### src/rtl/rr_mux_arbiter_if.sv
// Handshake bundle for the round-robin arbitrated mux: N upstream producers,
// one downstream consumer. The slave modport is the arbiter's view.
interface rr_mux_arbiter_if #(
  parameter int NUM_CH = 4,
  parameter int DATA_W = 8,
  parameter int CH_W   = $clog2(NUM_CH)
);
  logic [NUM_CH-1:0]        in_valid;
  logic [NUM_CH*DATA_W-1:0] in_data;
  logic [NUM_CH-1:0]        in_ready;
  logic                     out_valid;
  logic [DATA_W-1:0]        out_data;
  logic [CH_W-1:0]          out_ch;
  logic                     out_ready;

  modport slave (
    input  in_valid, in_data, out_ready,
    output in_ready, out_valid, out_data, out_ch
  );

  modport master (
    output in_valid, in_data, out_ready,
    input  in_ready, out_valid, out_data, out_ch
  );
endinterface

### src/rtl/rr_mux_arbiter.sv
// N-input round-robin arbiter with a registered output word and source index.
// The priority pointer moves to one past the granted channel on every grant.
module rr_mux_arbiter #(
  parameter int NUM_CH = 4,
  parameter int DATA_W = 8,
  parameter int CH_W   = $clog2(NUM_CH)
) (
  input logic             clk,
  input logic             rst,
  rr_mux_arbiter_if.slave bus
);

  logic [CH_W-1:0]   ptr_q, ptr_d;
  logic              out_valid_q, out_valid_d;
  logic [DATA_W-1:0] out_data_q, out_data_d;
  logic [CH_W-1:0]   out_ch_q, out_ch_d;

  logic [CH_W-1:0]   gnt;
  logic [CH_W-1:0]   cand;
  logic              any;
  logic              found;
  logic              load;
  logic [DATA_W-1:0] sel_data;

  assign any  = |bus.in_valid;
  assign load = ~out_valid_q | bus.out_ready;

  // First requester at or after the pointer, modulo NUM_CH.
  always_comb begin
    gnt   = '0;
    cand  = '0;
    found = 1'b0;
    for (int unsigned k = 0; k < NUM_CH; k++) begin
      cand = CH_W'((32'(ptr_q) + k) % NUM_CH);
      if (!found && bus.in_valid[cand]) begin
        found = 1'b1;
        gnt   = cand;
      end
    end
  end

  // Only the granted lane reaches the register; other lanes may carry X.
  always_comb begin
    sel_data = '0;
    for (int unsigned i = 0; i < NUM_CH; i++) begin
      if (CH_W'(i) == gnt) begin
        sel_data = bus.in_data[i*DATA_W +: DATA_W];
      end
    end
  end

  always_comb begin
    ptr_d        = ptr_q;
    out_valid_d  = out_valid_q;
    out_data_d   = out_data_q;
    out_ch_d     = out_ch_q;
    bus.in_ready = '0;
    if (load && any) begin
      bus.in_ready[gnt] = 1'b1;
      out_valid_d       = 1'b1;
      out_data_d        = sel_data;
      out_ch_d          = gnt;
      ptr_d             = (gnt == CH_W'(NUM_CH - 1)) ? '0 : gnt + 1'b1;
    end else if (load) begin
      out_valid_d = 1'b0;
    end
  end

  always_ff @(posedge clk) begin
    if (rst) begin
      ptr_q       <= '0;
      out_valid_q <= 1'b0;
      out_data_q  <= '0;
      out_ch_q    <= '0;
    end else begin
      ptr_q       <= ptr_d;
      out_valid_q <= out_valid_d;
      out_data_q  <= out_data_d;
      out_ch_q    <= out_ch_d;
    end
  end

  assign bus.out_valid = out_valid_q;
  assign bus.out_data  = out_data_q;
  assign bus.out_ch    = out_ch_q;

endmodule

### src/flat_wrapper.sv
// flat-port wrapper written by rule: the top's interface ports become plain ports
module rr_mux_arbiter_flat 
#(
  parameter int NUM_CH = 4,
  parameter int DATA_W = 8,
  parameter int CH_W   = $clog2(NUM_CH)
)
  (clk, rst, bus_in_valid, bus_in_data, bus_out_ready, bus_in_ready, bus_out_valid, bus_out_data, bus_out_ch);
  rr_mux_arbiter_if #(.NUM_CH(NUM_CH), .DATA_W(DATA_W), .CH_W(CH_W)) bus_i ();
  input logic clk;
  input logic rst;
  input wire logic [$bits(bus_i.in_valid)-1:0] bus_in_valid;
  input wire logic [$bits(bus_i.in_data)-1:0] bus_in_data;
  input wire logic [$bits(bus_i.out_ready)-1:0] bus_out_ready;
  output wire logic [$bits(bus_i.in_ready)-1:0] bus_in_ready;
  output wire logic [$bits(bus_i.out_valid)-1:0] bus_out_valid;
  output wire logic [$bits(bus_i.out_data)-1:0] bus_out_data;
  output wire logic [$bits(bus_i.out_ch)-1:0] bus_out_ch;
  assign bus_i.in_valid = bus_in_valid;
  assign bus_i.in_data = bus_in_data;
  assign bus_i.out_ready = bus_out_ready;
  assign bus_in_ready = bus_i.in_ready;
  assign bus_out_valid = bus_i.out_valid;
  assign bus_out_data = bus_i.out_data;
  assign bus_out_ch = bus_i.out_ch;
  rr_mux_arbiter #(.NUM_CH(NUM_CH), .DATA_W(DATA_W), .CH_W(CH_W)) u_core (.clk(clk), .rst(rst), .bus(bus_i));
endmodule
### config.mk
export PLATFORM = sky130hd
export DESIGN_NAME = rr_mux_arbiter_flat
export DESIGN_NICKNAME = d
export VERILOG_FILES = /design/src/rtl/rr_mux_arbiter_if.sv /design/src/rtl/rr_mux_arbiter.sv /design/src/flat_wrapper.sv
export SDC_FILE = /design/constraint.sdc
export NUM_CORES = 1
export LEC_CHECK = 0
export BUFFER_PORTS_ARGS = -buffer_cell sky130_fd_sc_hd__buf_2
export CAP_MARGIN = 40
export CORE_MARGIN = 2
export CORE_UTILIZATION = 47
export DETAILED_ROUTE_END_ITERATION = 7
export PLACE_DENSITY = 0.84
export SYNTH_ARGS = -nofsm -noshare
export SYNTH_HDL_FRONTEND = slang
export SYNTH_SLANG_ARGS = --single-unit
### constraint.sdc
create_clock -name clk -period 5.49 [get_ports clk]
set_clock_uncertainty 0.05 [all_clocks]
set_input_delay 1.098 -clock clk [delete_from_list [all_inputs] [get_ports clk]]
set_output_delay 1.098 -clock clk [all_outputs]
set_load 0.01 [all_outputs]
== Word-level counts from Yosys, hierarchy flattened ==
Index checks and enable logic that the tools add are counted.
Word-level totals
  bits in registers: 13
  bits of input ports: 39
  output and inout bits: 15
  word-level logic and storage cells: 56
Operators by class
  add/sub/neg operators: 4
  order comparisons: 6
  eq/ne operators: 4
  muxes and demuxes: 25
  bitwise operators: 2
  reductions and logical operators: 11
Operators by type and width (count)
  $mux 8: 4
  $lt 2x3->1 const B: 5
  $mux 1: 10
  $mux 2: 5
  $bmux 1 s2: 4
  $logic_and 1x1->1: 5
  $add 2x1->2 const B: 2
  $add 2x2->2 const B: 2
  $eq 2x2->1 const A: 2
  $mux 4: 1
  $reduce_or 4->1: 1
  $logic_not 1->1: 3
  $demux 1 s2: 1
  $eq 1x2->1 const A: 1
  $eq 2x2->1 const B: 1
  $ge 2x1->1 const B: 1
  $logic_not 2->1: 1
  $reduce_bool 2->1: 1
  $not 1->1: 1
  $or 1x1->1: 1

== Depth between registers and ports, before layout ==
Gate-level depths: netlist of the first run.
  depth in word-level cells: 17
  depth in mapped cells: 11

== Least setup slack after synthesis of the first run ==
OpenSTA, ideal clock, no wires.
  path kind: input -> output
  start point: input bus_in_valid[2]
  end point: output bus_in_ready[3]
  data arrival time: 2.514 ns
  data required time: 4.342 ns
  slack: 1.828 ns
  stages: 8
  cell sequence: nor2b_1 -> a21boi_0 -> o32ai_1 -> inv_1 -> ha_1 -> buf_4 -> clkbuf_4 -> and2_1
On the way
  longest elaborated chain between the ends: 17
RTL lines
  start, declared: RTL line flat_wrapper.sv:12  | input wire logic [$bits(bus_i.in_valid)-1:0] bus_in_valid;
  $bmux 1 s2: RTL line rr_mux_arbiter.sv:35  | if (!found && bus.in_valid[cand]) begin
  $mux 1 (not written as such): RTL line rr_mux_arbiter.sv:35
  $mux 1: RTL line rr_mux_arbiter.sv:35
  $logic_not 1->1: RTL line rr_mux_arbiter.sv:35
  $logic_and 1x1->1: RTL line rr_mux_arbiter.sv:35
  $mux 1: RTL line rr_mux_arbiter.sv:35
  $logic_not 1->1: RTL line rr_mux_arbiter.sv:35
  $logic_and 1x1->1: RTL line rr_mux_arbiter.sv:35
  [2 not listed]
  $logic_and 1x1->1: RTL line rr_mux_arbiter.sv:35
  $mux 2 *: RTL line rr_mux_arbiter.sv:35
  via u_core.gnt[1]: RTL line rr_mux_arbiter.sv:18  | logic [CH_W-1:0] gnt;
  $lt 2x3->1 (not written as such) / $ge 2x1->1 (equally long branches): RTL line rr_mux_arbiter.sv:59  | bus.in_ready[gnt] = 1'b1;
  $logic_and 1x1->1 (not written as such): RTL line rr_mux_arbiter.sv:59
  $mux 1 (not written as such): RTL line rr_mux_arbiter.sv:59
  $demux 1 s2 *
  $mux 4 *: RTL line rr_mux_arbiter.sv:58  | if (load && any) begin
  end, declared: RTL line flat_wrapper.sv:15  | output wire logic [$bits(bus_i.in_ready)-1:0] bus_in_ready;
Mark *: on every way through the listed nets, which the timed path passes. The rest lies on a longest branch. The select of a mux whose other input is x is not followed.

== Worst setup path in the final report of the first run ==
Ends and elaborated chain as after synthesis.

==> results of run 1 <==
## power groups by stage
| stage | Clock, mW | Combinational [mW] | Sequential [mW] |
|---|---|---|---|
| after floorplan | 0 | 0.112 | 0.125 |
| after global placement | 0 | 0.154 | 0.119 |
| after global routing | 0.0649 | 0.176 | 0.120 |
| after detailed placement | 0 | 0.158 | 0.120 |
| final | 0.0609 | 0.159 | 0.118 |
| after CTS | 0.0616 | 0.159 | 0.118 |
## layout make-up
type,instances,area (um^2),area share
clock buffer,4,26.3,0.0213
inverter,11,41.3,0.0335
multi-input combinational,80,606,0.491
sequential,13,260,0.211
tap,27,33.8,0.0274
timing repair buffer,53,265,0.215
## kinds of logic after synthesis
family / synth area share
AND/OR/NAND/NOR: 0.276
AO/OA/AOI/OAI: 0.286
buffers and inverters: 0.123
flip-flops: 0.264
adder cells (fa/ha/maj): 0.0507
## cell usage in the layout, fill, tap and decap left out
| cell | instances |
|---|---|
| buf_2 | 53 |
| dfxtp_1 | 13 |
| nor2_1 | 10 |
| inv_1 | 10 |
| nand3b_1 | 10 |
| a21oi_1 | 9 |
| a221oi_1 | 8 |
| a211oi_2 | 6 |
| nor3_2 | 5 |
| nor2b_1 | 4 |
| nor3_1 | 4 |
| and2_1 | 4 |
| ha_1 | 4 |
| nand2_1 | 3 |
| a211oi_1 | 3 |
| clkbuf_4 | 3 |
| a21oi_2 | 2 |
| o31ai_1 | 2 |
| nor3b_1 | 1 |
| o22ai_1 | 1 |
| inv_2 | 1 |
| a21boi_0 | 1 |
| o32ai_1 | 1 |
| nor4_4 | 1 |
| a21o_4 | 1 |
| clkbuf_1 | 1 |
## Yosys cell counts (2+ instances only)
cell type	number	share of area
dfxtp_1	13	0.26
inv_1	10	0.038
nand3b_1	10	0.076
nor2_1	10	0.038
a21oi_1	9	0.046
a221oi_1	8	0.071
a211oi_2	6	0.076
nor3_2	5	0.051
and2_1	4	0.025
buf_4	4	0.030
ha_1	4	0.051
nor2b_1	4	0.025
nor3_1	4	0.020
a211oi_1	3	0.023
nand2_1	3	0.011
a21oi_2	2	0.018
clkbuf_4	2	0.015
o31ai_1	2	0.015
## registers in the layout, summed over array words and instances (netlist names)
signal,cells
u_core.ptr_q,2
u_core.bus.out_ch,2
u_core.bus.out_data,8
u_core.bus.out_valid,1
## how the worst max path moves through the flow
stage	from	end	slack, ps	cells after the start
5_1_grt	bus_in_valid[2]	bus_in_ready[3]	1180	8
3_5_place_dp	bus_in_valid[2]	bus_in_ready[3]	1390	8
2_1_floorplan	bus_in_valid[2]	bus_in_ready[3]	1830	8
4_1_cts	bus_in_valid[2]	bus_in_ready[3]	1390	8
3_3_place_gp	bus_in_valid[2]	bus_in_ready[3]	1530	8
6_report	bus_in_valid[2]	bus_in_ready[3]	1360	8
## stage by stage
step | setup WS [ps] | power (mW) | utilization
after floorplan | 1830 | 0.237 | -
after global placement | 1530 | 0.273 | 0.615
after detailed placement | 1390 | 0.278 | 0.615
after CTS | 1390 | 0.338 | 0.628
after global routing | 1180 | 0.361 | 0.628
final | 1360 | 0.338 | 0.628
## critical path: stages
cell and delay, ps:
buf_2 120, nor2b_1 140, a21boi_0 140, o32ai_1 510
inv_1 160, ha_1 440, and2_1 230, buf_2 130
## routing by layer
layer / share of wire / routed length, um
met1: 0.41 / 979
met3: 0.062 / 150
met4: 0.0050 / 12
met2: 0.53 / 1270
met5: 0 / 0
==> metrics, run 1 <==
status=finished, final reports clean; switching portion of total power=0.382; I/O Buffers=53; Async S/R FF share, synth=0; Finished Layout Cells=188; FF-to-FF setup slack=2990 ps; fmax=242 MHz; H-tree depth=1; gr busiest metal=met2; first-pass GRT wire length=3.92 mm; crit path time final=4130 ps; post-CTS setup buffer count=0; syn_nets=156; P_int=0.209 mW; Peak VDD IR=0.151 mV; Initial Utilization=0.503; Mapped Area=987 um^2; I/O pins=54; setup TNS=0 ps; placed cell area=1210 um^2; final setup fails=0; vias in the first global route=941; FP Rows=16; Clk pwr share=0.180; Hold WS=446 ps; Reg clk slew, reported paths=80 ps; Post-DRT Antenna Nets=0; Yosys cell types=28; GPL Wtd Cong=0.819; die area=2480 um^2; Post-CTS Resized=0; worst-skew pair later-pin latency=280 ps; Hold Crit Endpoint=u_core.bus.out_data[7]; combinational share of power=0.470; M3 GR Usage=0.0424; WP data arrival=2980 ps; critical-path maximum fanout=17; n_diodes=0; R2R depth=7; slew margin rel.=0.571; final instance area=1230 um^2; worst hold stages=2; via-per-instance ratio=5.36; reg2reg end=u_core.bus.out_data[5]; HP Class=flop to flop; crit path launch type=primary input; CTS tree=built; CP required=4340 ps; dpl hpwl=1.87 mm; Routed WL per cell=12.9 um; final hold violation count=0; GR Util met2=0.380; Syn Inst Count=113; Post-synth EDFFs=0; Syn Area/Cell=8.74 um^2; clk sink count=13; largest net degree at the start of global routing=18; Layout Nets=205; max-capacitance violation count=0; fill count=186; PD cells=274 nW/um^2; core area=1960 um^2; via count=1,007; Setup crit end kind=output pin; Hold Buf Count CTS=0; GR Util met1=0.226; Worst Path Class, Setup=primary input to output pin; worst slew pin tran=644 ps; DR DRC count=0; final wirelength=2.42 mm; GRT Total Usage=0.207; final worst path period share=0.752; Seq cells post-synth=13; layout cells sized above 1=0.447; RSZ-0062 raised after global routing=no; clock buffer depth=2; 1st-iter DRT viols=17; r2r startpoint=u_core.ptr_q[1]; ys flop type=dfxtp_1; initial antenna violation count=0; Flop pwr share=0.349; Pre-antenna DRT Iters=4; Synth warnings=0; Clock Root Buffer=clkbuf_4; DIE WIDTH=49.8 um; Seq/Total Area, Yosys=0.264; Cells after DPL=184; GRT Residual Overflow=0; hold path start=u_core.bus.out_data[7]; Net Sw Power=0.129 mW; Area growth syn-to-layout=24.8%; leakage=0.584 nW; Die Y=49.8 um; Slew Limit Fails=0; total CTS buffers=3
Power figures use the tool's default switching activity.
==> run 2, diff against run 1 <==
--- a/config.mk
+++ b/config.mk
@@ -5,12 +5,14 @@
 export SDC_FILE = /design/constraint.sdc
 export NUM_CORES = 1
 export LEC_CHECK = 0
+export ABC_AREA = 1
 export BUFFER_PORTS_ARGS = -buffer_cell sky130_fd_sc_hd__buf_2
 export CAP_MARGIN = 40
+export CORE_ASPECT_RATIO = 0.6
 export CORE_MARGIN = 2
-export CORE_UTILIZATION = 47
+export CORE_UTILIZATION = 45
 export DETAILED_ROUTE_END_ITERATION = 7
-export PLACE_DENSITY = 0.84
+export PLACE_DENSITY = 0.8
 export SYNTH_ARGS = -nofsm -noshare
 export SYNTH_HDL_FRONTEND = slang
 export SYNTH_SLANG_ARGS = --single-unit
==> constraint.sdc (replaced) <==
create_clock -name clk -period 4.1 [get_ports clk]
set_clock_uncertainty 0.05 [all_clocks]
set_input_delay 0.82 -clock clk [delete_from_list [all_inputs] [get_ports clk]]
set_output_delay 0.82 -clock clk [all_outputs]
set_load 0.01 [all_outputs]
==> metrics, run 2 <==
max-capacitance violation count=0; R2R depth=17; Worst Path Class, Setup=primary input to output pin; P_int=0.506 mW; most common cell in the netlist=nand2_1; DIE WIDTH=66.0 um; r2r startpoint=u_core.ptr_q[0]; status=finished, final reports clean; final worst path period share=0.845; Peak VDD IR=0.436 mV; Post-synth top cells=nand2_1, inv_1, dfxtp_1, o21ai_0, nand2_2; combinational share of power=0.715; CP required=3230 ps; most frequent cells in the layout=nand2_1, buf_2, inv_1; final setup fails=0; Routed WL per cell=11.5 um; reg2reg end=u_core.bus.out_data[2]; via-per-instance ratio=4.91; Net Sw Power=0.563 mW; switching portion of total power=0.527; initial antenna violation count=0; Clock Root Buffer=clkbuf_8; post-CTS setup buffer count=0; Yosys top cell area share=0.251; first-pass GRT wire length=4.10 mm; clock buffer depth=2; Hold Crit Endpoint=u_core.bus.out_ch[0]; final wirelength=2.81 mm; Largest register FFs=8; Slew Limit Fails=0; Post-synth EDFFs=0; Die Y=41.2 um; ys flop type=dfxtp_1; I/O Buffers=53; 1st-iter DRT viols=66; I/O pins=54; hold path start=u_core.bus.out_ch[0]; FF-to-FF setup slack=1350 ps; Clk pwr share=0.102; CTS tree=built; largest net degree at the start of global routing=17; DR DRC count=0; FP Rows=13; Flop pwr share=0.183; top cells by area, synth=dfxtp_1, nand2_1, inv_1; crit path time final=3460 ps; GRT Residual Overflow=0; Yosys cell types=26; Seq/Total Area, Yosys=0.251; Mapped Area=1040 um^2; core area=2180 um^2; dpl hpwl=2.32 mm; PD cells=786 nW/um^2; worst hold stages=2; Syn Area/Cell=6.41 um^2; Synth warnings=0; HP Class=flop to flop; H-tree depth=1; Area growth syn-to-layout=31.1%; clk sink count=13; commonest non-fill, non-tap cell in the layout=nand2_1; total CTS buffers=3; worst slew pin tran=701 ps; n_diodes=0; syn_nets=205; setup ws final=637 ps; Syn Inst Count=162; worst-skew pair later-pin latency=230 ps; Setup WS pre-CTS=675 ps; Reg clk slew, reported paths=50 ps; Initial Utilization=0.476; GPL Wtd Cong=0.923; fmax=289 MHz; Seq cells post-synth=13; leading area contributor after synthesis=dfxtp_1; critical-path maximum fanout=16; die area=2720 um^2; via count=1,198; GRT Total Usage=0.208; Post-CTS Resized=0; Async S/R FF share, synth=0; Pre-antenna DRT Iters=4; Tot Pwr=1.07 mW; Post-DRT Antenna Nets=0; final hold violation count=0; Hold Buf Count CTS=0; slew margin rel.=0.533; vias in the first global route=921; Setup crit end kind=output pin; crit path launch type=primary input; layout cells sized above 1=0.360; Layout Nets=258; fill count=208; WP data arrival=2590 ps; leakage=0.726 nW; setup TNS=0 ps; RSZ-0062 raised after global routing=no
## run 2: worst max-delay path by stage
| stage | start | endpoint | slack (ps) |
|---|---|---|---|
| after global placement | bus_in_valid[3] | bus_in_ready[2] | 770 |
| final | bus_in_valid[3] | bus_in_ready[2] | 640 |
| after CTS | bus_in_valid[3] | bus_in_ready[2] | 660 |
| after global routing | bus_in_valid[3] | bus_in_ready[2] | 360 |
| after floorplan | bus_in_valid[3] | bus_in_ready[1] | 1090 |
| after detailed placement | bus_in_valid[3] | bus_in_ready[2] | 670 |
## run 2: power groups by stage
stage,combinational (mW),sequential [mW],clock (mW)
finish,0.765,0.196,0.109
detailed placement,0.755,0.198,0
floorplan,0.560,0.198,0
CTS,0.759,0.195,0.113
global route,0.857,0.200,0.119
global placement,0.727,0.197,0
## run 2: per-layer routing
layer,GRT usage,wire (um),vias up
met5,0,0,-
met4,0.0816,19,0
met3,0.0247,157,2
met2,0.328,1220,45
met1,0.296,1410,518
li1,-,-,633
## run 2: cell type report
class | count | area, um^2 | area share
multi-input combinational | 124 | 669 | 0.492
timing repair buffer | 53 | 265 | 0.195
clock inverter | 1 | 5.00 | 0.00368
clock buffer | 3 | 41.3 | 0.0303
sequential | 13 | 260 | 0.191
tap | 30 | 37.5 | 0.0276
inverter | 20 | 82.6 | 0.0607
## run 2: cell families (layout without fill, tap and decap cells)
group / Yosys count / count (layout) / share of synthesized area
AND/OR/NAND/NOR: 86 / 86 / 0.394
AO/OA/AOI/OAI: 34 / 34 / 0.202
buffers and inverters: 25 / 77 / 0.105
flip-flops: 13 / 13 / 0.251
adder cells (fa/ha/maj): 4 / 4 / 0.0482
## run 2: metrics by stage
step | util | hold slack (ps) | cells | instance area (um^2)
2_1_floorplan | - | 451 | 162 | 1040
3_3_place_gp | 0.603 | 416 | 240 | 1320
3_5_place_dp | 0.603 | 414 | 240 | 1320
4_1_cts | 0.625 | 426 | 244 | 1360
5_1_grt | 0.625 | 447 | 244 | 1360
6_report | 0.625 | 422 | 244 | 1360
## run 2: worst max-delay path, cell delays in order
cell and delay (ps):
buf_2 90, inv_1 90, nand2_1 90, nand2_1 90, nor2_1 60, nor2_2 210, nand3_1 100, nand3_1 80
nand2_2 80, inv_1 90, ha_1 430, inv_1 110, nor2_1 110, buf_2 140
==> run 3, diff against run 2 <==
==> constraint.sdc (replaced) <==
create_clock -name clk -period 3.55 [get_ports clk]
set_clock_uncertainty 0.05 [all_clocks]
set_input_delay 0.71 -clock clk [delete_from_list [all_inputs] [get_ports clk]]
set_output_delay 0.71 -clock clk [all_outputs]
set_load 0.01 [all_outputs]
==> metrics, run 3 (same netlist as run 2, synthesis figures left out) <==
GRT Total Usage=0.227; Pre-antenna DRT Iters=4; worst path cell trace=inv_8 -> nand2_2 -> nand2_1 -> nand2_1 -> nand2_4 -> nor2_8 -> nand3_1 -> nand3_1 -> nand2_2 -> inv_1 -> ha_1 -> inv_1 -> nor2_2 -> buf_2; Hold Crit Endpoint=u_core.bus.out_ch[0]; CTS tree=built; DR DRC count=0; n_diodes=0; worst slew pin tran=646 ps; total CTS buffers=3; post-CTS setup buffer count=0; reg2reg end=u_core.bus.out_data[3]; largest stage delay on the critical path=610 ps; PD cells=913 nW/um^2; clk sink count=13; 1st-iter DRT viols=51; R2R depth=17; final hold violation count=0; I/O pins=54; FF-to-FF setup slack=720 ps; core area=2180 um^2; Util after Layout=0.628; Post-CTS Resized=0; hold path start=u_core.bus.out_ch[0]; r2r startpoint=u_core.ptr_q[0]; HP Class=flop to flop; GPL Wtd Cong=0.869; Die Y=41.2 um; Clock Root Buffer=clkbuf_8; setup TNS=0 ps; DIE WIDTH=66.0 um; Initial Utilization=0.476; worst hold stages=2; crit path launch type=flop; crit path time final=3210 ps; Layout Nets=259; commonest non-fill, non-tap cell in the layout=nand2_1; H-tree depth=1; die area=2720 um^2; Reg clk slew, reported paths=60 ps; Setup crit end kind=output pin; RSZ-0062 raised after global routing=no; leakage=0.731 nW; max-capacitance violation count=0; Post-DRT Antenna Nets=0; initial antenna violation count=0; via-per-instance ratio=4.94; final setup fails=0; vias in the first global route=1,050; cell family with most CP delay=simple AND/OR/NAND/NOR gates; I/O Buffers=53; Routed WL per cell=12.2 um; clock buffer depth=2; Slew Limit Fails=0; layout cells sized above 1=0.363; slew margin rel.=0.569; crit path max-delay cell type=dfxtp_1; Worst Path Class, Setup=flop to output pin; largest net degree at the start of global routing=17; final wirelength=2.99 mm; FP Rows=13; Largest register FFs=8; WP data arrival=2450 ps; CP required=2790 ps; Peak VDD IR=0.500 mV; first-pass GRT wire length=4.53 mm; Hold Buf Count CTS=0; via count=1,210; Crit path buffers/inverters=4; critical-path maximum fanout=10; fmax=311 MHz; worst-skew pair later-pin latency=240 ps; Area growth syn-to-layout=31.8%; status=finished, final reports clean; dpl hpwl=2.46 mm; GRT Residual Overflow=0; most frequent cells in the layout=nand2_1, buf_2, inv_1; final worst path period share=0.905
[run 3: per-stage QoR]
step	setup slack [ps]	instances	total power, mW	instance area, um^2	hold WS, ps
6_report	339	245	1.25	1370	433
5_1_grt	119	245	1.39	1370	460
4_1_cts	361	245	1.25	1370	441
3_5_place_dp	408	241	1.12	1320	430
3_3_place_gp	542	241	1.08	1320	416
2_1_floorplan	764	162	0.875	1040	451
[run 3: final cells by class]
class	instances	area, um^2
Fill cell	197	811
Timing Repair Buffer	54	273
Multi-Input combinational cell	124	669
Sequential cell	13	260
Clock inverter	1	5.00
Clock buffer	3	41.3
Tap cell	30	37.5
Inverter	20	82.6
[run 3: layer usage]
layer	routed length (um)	up-vias	track usage	share of wire
met4	19	0	0.0765	0.0063
met1	1470	539	0.311	0.49
li1	-	632	-	-
met3	165	4	0.0302	0.055
met5	0	-	0	0
met2	1340	35	0.381	0.45
[run 3: power by group]
part / internal, mW / switching, mW / leakage, nW
Sequential: 0.190 / 0.0386 / 0.107
Combinational: 0.326 / 0.566 / 0.598
Clock: 0.0773 / 0.0517 / 0.0255
[run 3: worst register-to-register path: cells and delay by family, from the launching register on]
family                   cells  cell delay (ps)
AO/OA/AOI/OAI                3              500
adder cells (fa/ha/maj)      1              330
buffers and inverters        3              370
AND/OR/NAND/NOR             10              880
flip-flops                   1              610
[run 3: worst max-delay path by stage]
stage	cells after the start	startpoint	slack [ps]	endpoint
6_report	14	u_core.ptr_q[0]	340	bus_in_ready[3]
3_5_place_dp	14	bus_in_valid[3]	410	bus_in_ready[3]
2_1_floorplan	12	bus_in_valid[3]	760	bus_in_ready[1]
4_1_cts	14	u_core.ptr_q[0]	360	bus_in_ready[3]
3_3_place_gp	14	bus_in_valid[3]	540	bus_in_ready[3]
5_1_grt	14	u_core.ptr_q[0]	120	bus_in_ready[3]
